<file path="src/rtl/iq_alloc.sv">
// Issue-queue entry allocator: hands out the lowest-index free entries to the
// rename slots, tags each one with a rolling age, and reclaims entries on issue grants.

module iq_alloc_slot #(
  parameter int CIQ_DEPTH = 16,
  parameter int IDX_WIDTH = 4,
  parameter int CW        = 5
) (
  input  logic [CIQ_DEPTH-1:0] busy_i,
  input  logic [CW-1:0]        rank_i,
  output logic [IDX_WIDTH-1:0] addr_o
);
  logic [CW-1:0] seen;

  // The slot with rank r takes the r-th free entry in ascending index order.
  always_comb begin
    addr_o = '0;
    seen   = '0;
    for (int e = 0; e < CIQ_DEPTH; e++) begin
      if (!busy_i[e]) begin
        if (seen == rank_i) addr_o = IDX_WIDTH'(e);
        seen = seen + CW'(1);
      end
    end
  end
endmodule

module iq_alloc #(
  parameter int DECODE_NUM = 4,
  parameter int ISSUE_NUM  = 4,
  parameter int CIQ_DEPTH  = 16,
  parameter int IDX_WIDTH  = 4,
  parameter int AGE        = 5
) (
  input  logic                                 clk,
  input  logic                                 rst_n,
  input  logic                                 flush,
  input  logic [DECODE_NUM-1:0]                dispatch_valid,
  output logic                                 dispatch_ready,
  output logic [DECODE_NUM-1:0][IDX_WIDTH-1:0] free_addr,
  output logic [DECODE_NUM-1:0]                free_valid,
  output logic [DECODE_NUM-1:0][AGE-1:0]       age,
  input  logic [ISSUE_NUM-1:0][IDX_WIDTH-1:0]  arbit_addr,
  input  logic [ISSUE_NUM-1:0]                 arbit_grant,
  output logic [IDX_WIDTH:0]                   free_count,
  output logic                                 iq_full,
  output logic                                 err_double_free
);
  localparam int CW = IDX_WIDTH + 1;

  logic [CIQ_DEPTH-1:0]                 busy_q, busy_d, alloc, rel;
  logic [CW-1:0]                        free_q, free_d, n_req;
  logic [AGE-1:0]                       age_q, age_d;
  logic                                 err_q, err_d, dbl;
  logic [DECODE_NUM-1:0][CW-1:0]        rank;
  logic [DECODE_NUM-1:0][IDX_WIDTH-1:0] pick;

  always_comb begin
    n_req = '0;
    for (int i = 0; i < DECODE_NUM; i++) begin
      rank[i] = n_req;
      n_req   = n_req + CW'(dispatch_valid[i]);
    end
  end

  assign dispatch_ready = (n_req <= free_q) && !flush && rst_n;

  for (genvar g = 0; g < DECODE_NUM; g++) begin : g_slot
    iq_alloc_slot #(
      .CIQ_DEPTH(CIQ_DEPTH), .IDX_WIDTH(IDX_WIDTH), .CW(CW)
    ) u_slot (
      .busy_i(busy_q), .rank_i(rank[g]), .addr_o(pick[g])
    );
    assign free_valid[g] = dispatch_valid[g] & dispatch_ready;
    assign free_addr[g]  = free_valid[g] ? pick[g] : '0;
    assign age[g]        = free_valid[g] ? age_q + AGE'(rank[g]) : '0;
  end

  // Double-free is judged against start-of-cycle busy, so duplicates don't self-trigger.
  always_comb begin
    rel = '0;
    dbl = 1'b0;
    for (int j = 0; j < ISSUE_NUM; j++) begin
      if (arbit_grant[j] && int'(arbit_addr[j]) < CIQ_DEPTH) begin
        rel[arbit_addr[j]] = 1'b1;
        if (!busy_q[arbit_addr[j]]) dbl = 1'b1;
      end
    end
  end

  always_comb begin
    alloc = '0;
    for (int i = 0; i < DECODE_NUM; i++)
      if (free_valid[i]) alloc[pick[i]] = 1'b1;
  end

  always_comb begin
    busy_d = (busy_q & ~rel) | alloc;
    age_d  = dispatch_ready ? age_q + AGE'(n_req) : age_q;
    err_d  = err_q | dbl;
    if (flush) begin
      busy_d = '0;
      age_d  = '0;
      err_d  = err_q;
    end
    free_d = '0;
    for (int e = 0; e < CIQ_DEPTH; e++)
      if (!busy_d[e]) free_d = free_d + CW'(1);
  end

  always_ff @(posedge clk) begin
    if (!rst_n) begin
      busy_q <= '0;
      free_q <= CW'(CIQ_DEPTH);
      age_q  <= '0;
      err_q  <= 1'b0;
    end else begin
      busy_q <= busy_d;
      free_q <= free_d;
      age_q  <= age_d;
      err_q  <= err_d;
    end
  end

  assign free_count      = free_q;
  assign iq_full         = (free_q == '0);
  assign err_double_free = err_q;
endmodule

</file>
<file path="config.mk">
export PLATFORM = sky130hd
export DESIGN_NAME = iq_alloc
export DESIGN_NICKNAME = d
export VERILOG_FILES = /design/src/rtl/iq_alloc.sv
export SDC_FILE = /design/constraint.sdc
export NUM_CORES = 1
export LEC_CHECK = 0
export CAP_MARGIN = 20
export CORE_MARGIN = 8
export CORE_UTILIZATION = 66
export CTS_CLUSTER_SIZE = 12
export DETAILED_ROUTE_END_ITERATION = 8
export GPL_ROUTABILITY_DRIVEN = 1
export HOLD_SLACK_MARGIN = 0.06
export PLACE_DENSITY_LB_ADDON = 0.08
export SETUP_SLACK_MARGIN = 0.05
export SYNTH_ARGS = -nofsm -noshare
export SYNTH_HDL_FRONTEND = slang
export SYNTH_SLANG_ARGS = --single-unit
export TNS_END_PERCENT = 30
</file>
<file path="constraint.sdc">
create_clock -name clk -period 55.2 [get_ports clk]
set_clock_uncertainty 0.15 [all_clocks]
set_input_delay 11.04 -clock clk [delete_from_list [all_inputs] [get_ports clk]]
set_output_delay 11.04 -clock clk [all_outputs]
set_load 0.005 [all_outputs]
</file>
After elaboration in Yosys (flattened, before gate mapping):

Cells that the tools add are included.

* register bits after elaboration: 27

* add/sub/neg operators: 36
* order comparisons: 17
* equality and inequality tests: 45
* muxes and demuxes: 200
* bitwise operators: 15
* reduce and logical (&&, ||, !) cells: 28

Operators by type and width (number)
* two-way mux 4 bit: 120
* two-way mux 5 bit: 33
* adder 5 x 1 -> 5 bit (second input constant): 29
* two-way mux 16 bit: 9
* bitwise OR 16 bit: 7
* logical NOT 5 bit: 16
* == test 5 x 1 -> 1 bit: 15
* == test 5 x 2 -> 1 bit: 14
* == test 5 x 3 -> 1 bit: 14
* < comparator 4 x 5 -> 1 bit (second input constant): 8
* demux 1 bit (select 4 bit): 8
* >= comparator 4 x 1 -> 1 bit (second input constant): 8
* two-way mux 1 bit: 26
* bitwise AND 16 bit: 1
* binary-select mux 1 bit (select 4 bit): 4
* NOT 16 bit: 1
* logical AND 1 bit: 10
* adder 5 x 1 -> 5 bit: 1
* adder 5 x 2 -> 5 bit: 1
* adder 5 x 3 -> 5 bit: 1
* adder 5 x 4 -> 5 bit: 1
* <= comparator 4 x 5 -> 1 bit: 1
* adder 3 x 1 -> 4 bit: 1
* bitwise AND 1 bit: 4
* other kinds (8): 8

Depth between registers and ports, before layout:

* depth in word-level cells: 76
* gate-level depth with buffers: 103
* depth with buffers taken out: 99

Modules after synthesis:

From an unflattened synthesis, not the netlist that was laid out.

* cell total of the unflattened synthesis: 2262
* area, all modules: 17342.9 um^2

By module, submodules not included
* iq_alloc: times used 1, cells an instance 693, area an instance 5494.0 um^2, sequential area each 540.5 um^2
* iq_alloc_slot at g_slot[2].u_slot: times used 1, cells an instance 446, area an instance 3372.0 um^2, sequential area each 0.0 um^2
* iq_alloc_slot at g_slot[3].u_slot: times used 1, cells an instance 388, area an instance 3007.9 um^2, sequential area each 0.0 um^2
* iq_alloc_slot at g_slot[1].u_slot: times used 1, cells an instance 397, area an instance 2924.1 um^2, sequential area each 0.0 um^2
* iq_alloc_slot at g_slot[0].u_slot: times used 1, cells an instance 338, area an instance 2544.9 um^2, sequential area each 0.0 um^2

Least setup slack after synthesis:

OpenSTA, ideal clock, no wires.

* path kind: input to output
* start: input port dispatch_valid[0]
* end: output port free_addr[12] in the netlist's numbering
* arrival: 14.337 ns
* data required time: 44.010 ns
* setup slack: 29.673 ns
* cell stages on the path: 16
* cell sequence: ha_1 > ha_1 > ha_1 > buf_1 > clkinv_1 > nor4_1 > a211oi_1 > a2111o_1 > a21oi_1 > o22ai_1 > o41ai_1 > a21oi_1 > o21ai_0 > a21boi_1 > o21a_1 > nor2_1

RTL lines
* start, declared: RTL line 38 `input logic [DECODE_NUM-1:0] dispatch_valid,`
* end, declared: RTL line 40 `output logic [DECODE_NUM-1:0][IDX_WIDTH-1:0] free_addr,`

==> run metrics <==
outcome=finished, final reports clean; post-route ant nets=0; Ys Warns=0; Netlist cell types=around 120; Clock Latency Late Sink=approximately 0.26 ns; hold depth=1; GRT Util Overall=33.1%; Worst Path Buf+Inv=3; largest area contributor in the netlist=xnor2_1; CTS Root Cell=clkbuf_16; Area Growth Syn to Fin=8.18%; commonest non-fill, non-tap cell in the layout=nor2_1; hold_sp=err_double_free; syn avg cell area=between 7 and 8 um^2; Worst Hold End=err_double_free; top cell type's share of synthesized area=between 8 and 9%; crit path capture type=primary output; TritonCTS Buffers=3; Final HPWL DP=between 20000 and 30000 um; row count=46; Tmin final=27.88 ns; reg2reg end=free_count[4]; Die Y=around 140 um; kind of critical path=in2out; Syn Inst Count=roughly 1400; Layout Nets=about 1500; crit-path max FO=23; number of synthesized flops with an enable pin=0; most frequent cells in the layout=nor2_1, nand2_1, xnor2_1, clkdlybuf4s50_1, ha_1; CTS tree=done; mapped cell area=0.0106 mm^2; largest net degree at the start of global routing=32; final hold violation count=0; CP cell instances=clkdlybuf4s50_1, buf_4, ha_1, ha_1, fa_1, ha_1, nor2b_1, o21ai_0, a21oi_1, o21ai_1, nor2b_1, nand2_1, a31oi_1, clkdlybuf4s50_1; vias in the first global route=about 10000; Avg WL per Cell=about 21 um; #FFs+latches synth=27; global-route wire length before repair=about 54000 um; Top delay family on crit path=adder cells; Max clock buf depth=2; Post-Route Setup TNS=0 ns; fin crit share=between 50% and 60%; Post-Route WL=34000 um; Seq/Total Area, Yosys=5.11%; Worst-path clk slew=0.07 ns; deepest level of the CTS H-tree=1; RR Startpoint=busy_q[0]; Vias=11000; core area=0.0158 mm^2; vias per inst=between 6 and 7; worst stage delay on the critical path=between 0.6 and 0.7 ns; Synth Net Count=1477; final instance area=0.0114 mm^2; CTS resizes=0; Ports=75; Post-CTS Setup Inserts=0; dpl cell area=between 0.01 and 0.015 mm^2; ant diodes=0; Worst Path Required=about 44 ns; Top FF cell, synth=dfxtp_1; Slew headroom=38.0%; RSZ-0062 raised after global routing=false; R2R setup slack=approximately 32 ns; initial antenna violation count=0; DRT iter0 DRCs=approximately 1300; fraction of layout cells with a size suffix above 1=under 10%; GRT overflow=0; GPL Wtd Cong=1.04; Slowest cell on crit path=ha_1; initial core utilization=between 60% and 70%; WP data arrival=16.69 ns; cts hold-fix bufs=0; Most Frequent Cell on Critical Path=ha_1; f_max=between 30 and 40 MHz; Max Cap Viol=0; die area=approximately 0.02 mm^2; R2R cell count=94; Hold WC Path Type=reg2reg; Max Transition Viols Final=0; PortBufs=74; total clock sinks=27; DRC=0; post-layout util=72.5%; final setup fails=0; die width=about 140 um; startpoint types=input port; First-pass DRT Iterations=6; dominant cells by area after synthesis=xnor2_1, ha_1, dfxtp_1; Slew @ Worst Pin=0.931 ns; Async S/R FF share, synth=0%
==> logic make-up after synthesis <==
logic type / Yosys count / synth area share [%]
simple gates: 600 / 31.2
compound gates: 300 / 21.2
xor+xnor: 193 / 21.0
buf+inv: 147 / 5.71
fa+ha+maj: 67 / 8.26
mux: 50 / 7.52
flops: 27 / 5.11
==> sequential cells by signal, summed over array words and instances (netlist names) <==
signal           count
free_count           5
err_double_free      1
busy_q              16
age_q                5
==> per-stage QoR <==
stage / instances / setup slack (ns) / hold slack (ns)
after CTS: 1610 / 27.27 / 0.353
final: 1611 / 27.32 / 0.358
after floorplan: 1384 / 29.67 / 0.314
after global placement: 1606 / 27.41 / 0.306
after detailed placement: 1606 / 27.29 / 0.333
after global routing: 1611 / 27.00 / 0.372
==> area by class of cell <==
class / count / area, um^2
multi-input cells: 1210 / 9420
clock buffers: 3 / 75.1
inverters: 65 / 244
flip-flops and latches: 27 / 541
well taps: 216 / 270
fillers: 1332 / 4340
clock inverters: 1 / 5.00
repair buffers: 89 / 873
==> worst reg2reg max path, delay by kind of cell (launching register included) <==
family	cells	cell delay, ns
XOR/XNOR	7	1.36
AO/OA/AOI/OAI	22	5.59
buffers and inverters	10	1.04
adder cells (fa/ha/maj)	24	8.00
AND/OR/NAND/NOR	26	5.34
flip-flops	1	0.77
multiplexers	5	1.12
==> worst max path at each step <==
stage	end	slack [ns]	cells past startpoint	start
after floorplan	free_addr[12]	29.67	16	dispatch_valid[0]
after global placement	free_addr[15]	27.41	13	dispatch_valid[0]
after detailed placement	free_addr[13]	27.29	13	dispatch_valid[0]
after CTS	free_addr[13]	27.27	13	dispatch_valid[0]
after global routing	free_addr[13]	27.00	14	dispatch_valid[0]
final	free_addr[13]	27.32	14	dispatch_valid[0]
==> routing by layer <==
layer	track usage [%]	share of wire, %
met5	0	0
met4	14.9	5.4
met1	41.2	39
met3	3.72	8.7
met2	56.1	47
==> synthesized netlist by cell type (7+ instances only) <==
| library cell | n |
|---|---|
| a211oi_1 | 10 |
| a21o_1 | 13 |
| a21oi_1 | 57 |
| a22oi_1 | 15 |
| a31oi_1 | 19 |
| and2_1 | 16 |
| and3_1 | 34 |
| buf_2 | 8 |
| clkbuf_1 | 61 |
| dfxtp_1 | 27 |
| ha_1 | 61 |
| inv_1 | 58 |
| mux2i_1 | 21 |
| mux4_2 | 20 |
| nand2_1 | 105 |
| nand2b_1 | 26 |
| nand3_1 | 59 |
| nand3b_1 | 16 |
| nand4_1 | 17 |
| nand4b_1 | 8 |
| nor2_1 | 131 |
| nor2b_1 | 42 |
| nor3_1 | 40 |
| nor3b_1 | 8 |
| nor4_1 | 21 |
| o211a_1 | 7 |
| o211ai_1 | 11 |
| o21a_1 | 7 |
| o21ai_0 | 44 |
| o221ai_1 | 7 |
| o22ai_1 | 8 |
| or2_2 | 10 |
| or3_1 | 14 |
| xnor2_1 | 101 |
| xnor2_2 | 9 |
| xnor2_4 | 10 |
| xnor3_1 | 10 |
| xor2_1 | 53 |
Power is left out: the tool's default activity adds up to more than one toggle a clock period on the data nets, which glitch-free logic cannot reach.
